<file path="src/rtl/mem_port_arbiter.sv">
// mem_port_arbiter: shares one single-ported memory between the instruction
// fetch (imem) and data (dmem) requesters. Only one transaction is in flight.
// The address, write data and write flag are captured at grant time so the
// memory sees stable values. Data requests win by default. A streak limit
// stops data traffic from starving fetches, and a saturating counter records
// how many idle cycles had both requesters waiting.
module mem_port_arbiter #(
  parameter int DWidth     = 32,
  parameter int MaxDStreak = 4,
  parameter int CntWidth   = 32
) (
  input  logic                clk_i,
  input  logic                rst_i,
  input  logic                imem_req_i,
  input  logic [DWidth-1:0]   imem_addr_i,
  output logic                imem_ready_o,
  output logic [DWidth-1:0]   imem_rdata_o,
  input  logic                dmem_req_i,
  input  logic                dmem_write_i,
  input  logic [DWidth-1:0]   dmem_addr_i,
  input  logic [DWidth-1:0]   dmem_wdata_i,
  output logic                dmem_ready_o,
  output logic [DWidth-1:0]   dmem_rdata_o,
  output logic                mem_req_o,
  output logic                mem_write_o,
  output logic [DWidth-1:0]   mem_addr_o,
  output logic [DWidth-1:0]   mem_wdata_o,
  input  logic                mem_ready_i,
  input  logic [DWidth-1:0]   mem_rdata_i,
  output logic [CntWidth-1:0] conflict_cnt_o
);

  localparam int SW = $clog2(MaxDStreak + 1);
  localparam logic [SW-1:0] MAX_STREAK = SW'(MaxDStreak);
  localparam logic [CntWidth-1:0] CNT_MAX = {CntWidth{1'b1}};

  localparam logic [1:0] IDLE   = 2'd0;
  localparam logic [1:0] BUSY_I = 2'd1;
  localparam logic [1:0] BUSY_D = 2'd2;

  logic [1:0]          state_r;
  logic [1:0]          state_nxt_s;
  logic [SW-1:0]       streak_r;
  logic [SW-1:0]       streak_nxt_s;
  logic                req_nxt_s;
  logic                write_nxt_s;
  logic [DWidth-1:0]   addr_nxt_s;
  logic [DWidth-1:0]   wdata_nxt_s;
  logic [CntWidth-1:0] cnt_nxt_s;
  logic                both_req_s;
  logic                grant_d_s;

  assign both_req_s = imem_req_i & dmem_req_i;
  // A data request is granted unless a waiting fetch has hit the streak limit.
  assign grant_d_s  = dmem_req_i & (~imem_req_i | (streak_r < MAX_STREAK));

  // Next-state, grant latching, streak and conflict-count computation.
  always_comb begin
    state_nxt_s  = state_r;
    streak_nxt_s = streak_r;
    req_nxt_s    = mem_req_o;
    write_nxt_s  = mem_write_o;
    addr_nxt_s   = mem_addr_o;
    wdata_nxt_s  = mem_wdata_o;
    cnt_nxt_s    = conflict_cnt_o;
    case (state_r)
      IDLE: begin
        if (both_req_s && (conflict_cnt_o != CNT_MAX)) begin
          cnt_nxt_s = conflict_cnt_o + {{(CntWidth-1){1'b0}}, 1'b1};
        end else begin
          cnt_nxt_s = conflict_cnt_o;
        end
        if (grant_d_s) begin
          state_nxt_s = BUSY_D;
          req_nxt_s   = 1'b1;
          write_nxt_s = dmem_write_i;
          addr_nxt_s  = dmem_addr_i;
          wdata_nxt_s = dmem_wdata_i;
          // Only grants that overtake a waiting fetch count towards the streak.
          if (imem_req_i) begin
            streak_nxt_s = streak_r + {{(SW-1){1'b0}}, 1'b1};
          end else begin
            streak_nxt_s = {SW{1'b0}};
          end
        end else if (imem_req_i) begin
          state_nxt_s  = BUSY_I;
          req_nxt_s    = 1'b1;
          write_nxt_s  = 1'b0;
          addr_nxt_s   = imem_addr_i;
          wdata_nxt_s  = {DWidth{1'b0}};
          streak_nxt_s = {SW{1'b0}};
        end else begin
          streak_nxt_s = {SW{1'b0}};
        end
      end
      BUSY_I, BUSY_D: begin
        if (mem_ready_i) begin
          state_nxt_s = IDLE;
          req_nxt_s   = 1'b0;
        end else begin
          state_nxt_s = state_r;
          req_nxt_s   = 1'b1;
        end
      end
      default: begin
        state_nxt_s = IDLE;
        req_nxt_s   = 1'b0;
      end
    endcase
  end

  // State and memory-side registers; reset drops the port request at once.
  always_ff @(posedge clk_i or posedge rst_i) begin
    if (rst_i) begin
      state_r        <= IDLE;
      streak_r       <= {SW{1'b0}};
      mem_req_o      <= 1'b0;
      mem_write_o    <= 1'b0;
      mem_addr_o     <= {DWidth{1'b0}};
      mem_wdata_o    <= {DWidth{1'b0}};
      conflict_cnt_o <= {CntWidth{1'b0}};
    end else begin
      state_r        <= state_nxt_s;
      streak_r       <= streak_nxt_s;
      mem_req_o      <= req_nxt_s;
      mem_write_o    <= write_nxt_s;
      mem_addr_o     <= addr_nxt_s;
      mem_wdata_o    <= wdata_nxt_s;
      conflict_cnt_o <= cnt_nxt_s;
    end
  end

  // Forward completion and read data to the granted requester in the same cycle.
  always_comb begin
    imem_ready_o = 1'b0;
    imem_rdata_o = {DWidth{1'b0}};
    dmem_ready_o = 1'b0;
    dmem_rdata_o = {DWidth{1'b0}};
    if (state_r == BUSY_I) begin
      imem_ready_o = mem_ready_i;
      imem_rdata_o = mem_rdata_i;
    end else if (state_r == BUSY_D) begin
      dmem_ready_o = mem_ready_i;
      dmem_rdata_o = mem_rdata_i;
    end else begin
      imem_ready_o = 1'b0;
      dmem_ready_o = 1'b0;
    end
  end

endmodule

</file>
<file path="config.mk">
export PLATFORM = sky130hd
export DESIGN_NAME = mem_port_arbiter
export DESIGN_NICKNAME = d
export VERILOG_FILES = /design/src/rtl/mem_port_arbiter.sv
export SDC_FILE = /design/constraint.sdc
export NUM_CORES = 1
export LEC_CHECK = 0
export ABC_AREA = 0
export CORE_MARGIN = 5
export CORE_UTILIZATION = 38
export DETAILED_ROUTE_END_ITERATION = 10
export MAX_ROUTING_LAYER = met4
export PLACE_DENSITY_LB_ADDON = 0.3
export SETUP_SLACK_MARGIN = 0.2
export SLEW_MARGIN = 20
export SYNTH_ARGS = -nofsm -noshare
export SYNTH_HDL_FRONTEND = slang
export SYNTH_SLANG_ARGS = --single-unit
</file>
<file path="constraint.sdc">
create_clock -name clk_i -period 4.9 [get_ports clk_i]
set_input_delay 0.98 -clock clk_i [delete_from_list [all_inputs] [get_ports clk_i]]
set_output_delay 0.98 -clock clk_i [all_outputs]
set_load 0.05 [all_outputs]
</file>
---- After elaboration in Yosys (flattened, before gate mapping) ----
Cells that the tools add are included.
storage, ports and cells
  bits in registers ....................... 103
  bits of input ports ..................... 134
  output and inout bits ................... 164
  word-level logic and storage cells ...... 48
cells by class
  add/sub/neg operators ................... 2
  magnitude comparators ................... 1
  equality and inequality tests ........... 5
  muxes and demuxes ....................... 22
  bitwise gates (word level) .............. 4
  reduce and logical (&&, ||, !) cells .... 7
operators by type and width
  operator               count
  $mux 32                7
  $add 32x1->32 const B  1
  $ne 32x32->1 const B   1
  $mux 1                 8
  $mux 2                 3
  $mux 3                 2
  $reduce_and 2->1       3
  $pmux 2 s2             1
  $add 3x1->3 const B    1
  $lt 3x3->1 const B     1
  $ne 3x3->1 const B     1
  $and 1x1->1            2
  $eq 2x1->1 const B     1
  $eq 2x2->1 const B     1
  $logic_not 2->1        1
  $ne 2x2->1 const B     1
  $pmux 1 s2             1
  $reduce_bool 2->1      1
  $reduce_or 2->1        1
  $logic_and 1x1->1      1
  $not 1->1              1
  $or 1x1->1             1

---- Longest topological paths before layout ----
  word-level depth ........................ 5
  mapped depth ............................ 8
  gate-level depth less buffers ........... 7

---- Worst setup path before layout ----
OpenSTA, ideal clock, no wires.
  kind .................................... reg-to-output
  start point ............................. register state_r[1]
  end point ............................... output port dmem_rdata_o[10]
  arrival ................................. 1.560 ns
  data required time ...................... 3.920 ns
  path slack .............................. 2.360 ns
  stages on the path, launching flop included .. 6
  cells stage by stage .................... dfrtp_1 inv_1 ha_1 nor2b_1 clkbuf_1 and2_1
between the ends
  cells in the longest elaborated chain, start to end .. 3
  elaborated cells on any way between the ends .. 4
  those cells by class .................... eq/ne (2); mux (2)
RTL lines
  element                 RTL line  text
  from (decl)             41        logic [1:0] state_r;
  from (signal assigned)  123       state_r <= state_nxt_s;
  $eq 2x2->1              142       end else if (state_r == BUSY_D) begin
  $mux 32                 142
  $mux 32 *               139       if (state_r == BUSY_I) begin
  to (decl)               23        output logic [DWidth-1:0] dmem_rdata_o,
Mark *: on every way between the ends. The rest lies on a longest branch, timed or not.

---- Final worst setup path ----
  start point ............................. register state_r[1]
  end point ............................... output port dmem_rdata_o[13]
Same word-level chain as after synthesis.

==> results.txt <==
Placed insts: 931
Final ANT Viol Nets: 0
Vias: 4714
Post-Syn Nets: 621
Fin crit share: 76.48%
Largest fanout on the critical path: 34
Number of global-route vias before repair: 4906
Final Hold Slack: 0.4816 ns
Post-CTS setup buffer count: 0
Utilization after layout: 64.85%
Worst Setup Start Kind: register
Fraction of layout cells with a size suffix above 1: 4.410%
RSZ-0062 raised after global routing: no
Core area: 0.01314 mm²
1st-pass router iterations: 5
Dominant synthesized flop cell: dfrtp_1
Main area contributors after synthesis: dfrtp_1, and2_1, mux2i_1, a22o_1, o21ai_0
Syn Std Cell Area: 0.005051 mm²
CP arrival: 2.77 ns
Largest family of logic cells by synthesized area: simple AND/OR/NAND/NOR gates
Clk Latency, worst-skew pair: 0.34 ns
Post-Synth Simple-Gate Area: 21.48%
Delay-heaviest family, CP: buffers and inverters
CP max stage cell: clkdlybuf4s50_1
Io pins: 298
Register area share after synthesis: 51.03%
DRC viols: 0
First-pass GRT wire length: 25710 µm
Slew headroom: 41.98%
Die area: 0.01570 mm²
Total grt overflow: 0
Synth cell types: 43
Post-synth top area share: 51.03%
Mean Syn Cell Area: 10.50 µm²
Synth warn: 0
CTS buffer count: 9
Final hold viol count: 0
Post-synth top area cell: dfrtp_1
Setup_tns: 0 ns
Max incr delay on CP: 0.71 ns
Mux share of post-synthesis cell area: 6.564%
Initial Util: 38.45%
Die height: 125.3 µm
Fin crit period: 3.748 ns
Gr usage total: 21.00%
Post-DR wirelength/cell: 17.36 µm
Core Rows: 42
Post-cts resize count: 0
Setup-failing EPs final: 0
Antenna cell count: 0
Die Wd: 125.3 µm
Largest net degree at the start of global routing: 98
Kind of critical path: register to output port
Status: completed
Final RePlAce weighted congestion: 0.8929
Worst-Margin Slew: 0.8703 ns
Drt via density: 4.978
Crit. End Element: output port
Number of fillers in the final layout: 1040
Hold Crit Class: register to register
Clock root cell: clkbuf_16
Reg clk slew, reported paths: 0.07 ns
Adder-cell share of the synthesized area: 1.486%
Post-synth EDFFs: 0
Total routed wirelength: 16440 µm
WP data required: 3.92 ns
Worst-case clock skew: 0.008661 ns
Crit-path cells: inv_1, ha_1, nor2b_1, buf_4, and2_1, clkdlybuf4s50_1
H-Tree Depth: 3
Buf/Inv on CP: 3
Starting DRC count in detailed routing: 185
Max Fclk: 266.8 MHz
Initial antenna violation count: 0
Detailed Place HPWL: 13080 µm
Clock Sinks: 103
Clock tree buffer depth: 2
XOR/XNOR Fraction of Synth Area: 5.202%
Nets: 906
Asr flop ratio synth: 100.0%
P&R area growth vs syn: 68.66%
Final Slew Violations: 0
# hold bufs at CTS: 0
Max Cap Viol: 0
Port bufs: 297
Register bit count reported by yosys: 103
Final Non-Filler Cells: 947
Compound-Gate Fraction of Synth Area: 10.80%
Leakage: 3.624 nW
Worst VDD drop: 0.3796 mV
PwrDens: 629.9 mW/mm²
Post-Syn Instances: 481
CTS tree: done
## report_power, final
part	leakage, nW	internal, W	switching (W)	total, W
Sequential	1.31	0.00114	0.000189	0.00133
Combinational	2.15	0.00109	0.00215	0.00324
Clock	0.166	0.000498	0.000300	0.000798
## cell usage in the layout, fill, tap and decap left out, types with 8 or more instances in the layout
master / instances
xor2_1: 15
nand4_1: 16
o21ai_0: 36
and2_1: 68
mux2i_1: 32
clkbuf_16: 9
nand2_1: 41
nor3_1: 12
a22o_1: 34
xnor2_1: 15
nor2_1: 8
clkdlybuf4s50_1: 297
inv_1: 11
nand3_1: 16
dfrtp_1: 103
## path summary, 6_finish.rpt
check | from | end | slack (ns) | depth (start not counted)
max | state_r[1] | dmem_rdata_o[13] | 1.15 | 6
min | mem_addr_o[3] | mem_addr_o[3] | 0.48 | 2
max reg2reg | state_r[1] | conflict_cnt_o[26] | 2.38 | 8
min reg2reg | mem_addr_o[3] | mem_addr_o[3] | 0.48 | 2
max in group asynchronous | rst_i | streak_r[2] | 2.76 | 3
min in group asynchronous | rst_i | conflict_cnt_o[14] | 1.17 | 2
## metrics by stage
stage	total power [W]	worst slack [ns]	area (µm²)
after floorplan	0.003441	1.216	5051
after global placement	0.004563	1.394	8182
after detailed placement	0.004608	1.377	8182
after CTS	0.005422	1.100	8519
after global routing	0.005622	0.9113	8519
final	0.005366	1.152	8519
## tightest hold or removal path: stages (launching register included)
cell and delay, ns:
dfrtp_1 0.34, nand2_1 0.05, o21ai_0 0.06
## sequential cells by signal, indices dropped and copies added, names as in the netlist
signal	count
mem_req_o	1
state_r	2
mem_write_o	1
mem_wdata_o	32
mem_addr_o	32
streak_r	3
conflict_cnt_o	32
## logic make-up (layout without fill, tap and decap cells)
family	after synthesis	count (layout)
muxes	33	33
xor gates and xnor gates	30	30
AOI/OAI and AO/OA	79	79
buffers and inverters	41	331
adders and majority gates	6	6
DFF	103	103
and+or+nand+nor	189	189
## Yosys cell counts, types with 2 or more instances
| cell type | instances |
|---|---|
| dfrtp_1 | 103 |
| and2_1 | 68 |
| nand2_1 | 41 |
| o21ai_0 | 36 |
| a22o_1 | 34 |
| mux2i_1 | 32 |
| clkbuf_1 | 20 |
| nand3_1 | 16 |
| nand4_1 | 16 |
| xnor2_1 | 15 |
| xor2_1 | 15 |
| inv_1 | 12 |
| nor3_1 | 12 |
| nor2_1 | 8 |
| buf_2 | 7 |
| nor4_1 | 7 |
| ha_1 | 6 |
| and4_1 | 4 |
| a21oi_1 | 2 |
| and3_1 | 2 |
| nor2b_1 | 2 |
| nor4_2 | 2 |
## layout make-up
cell class / count / area [µm²] / share of cell area (%)
clock buffer: 10 / 229.0 / 2.688
multi-input combinational: 337 / 2318 / 27.21
sequential: 103 / 2577 / 30.25
inverter: 12 / 47.55 / 0.5581
clock inverter: 6 / 108.9 / 1.278
tap: 176 / 220.2 / 2.585
timing repair buffer: 303 / 3018 / 35.42
## routing by layer
metal  track usage, %  vias to the layer above  wire [µm]
met1            22.33                     2206       6168
met2            37.36                      227       8648
met3            5.586                       27       1212
met5                -                        -          0
li1                 -                     2254          -
met4            7.972                        0        413
(Power assumes the default switching activity.)
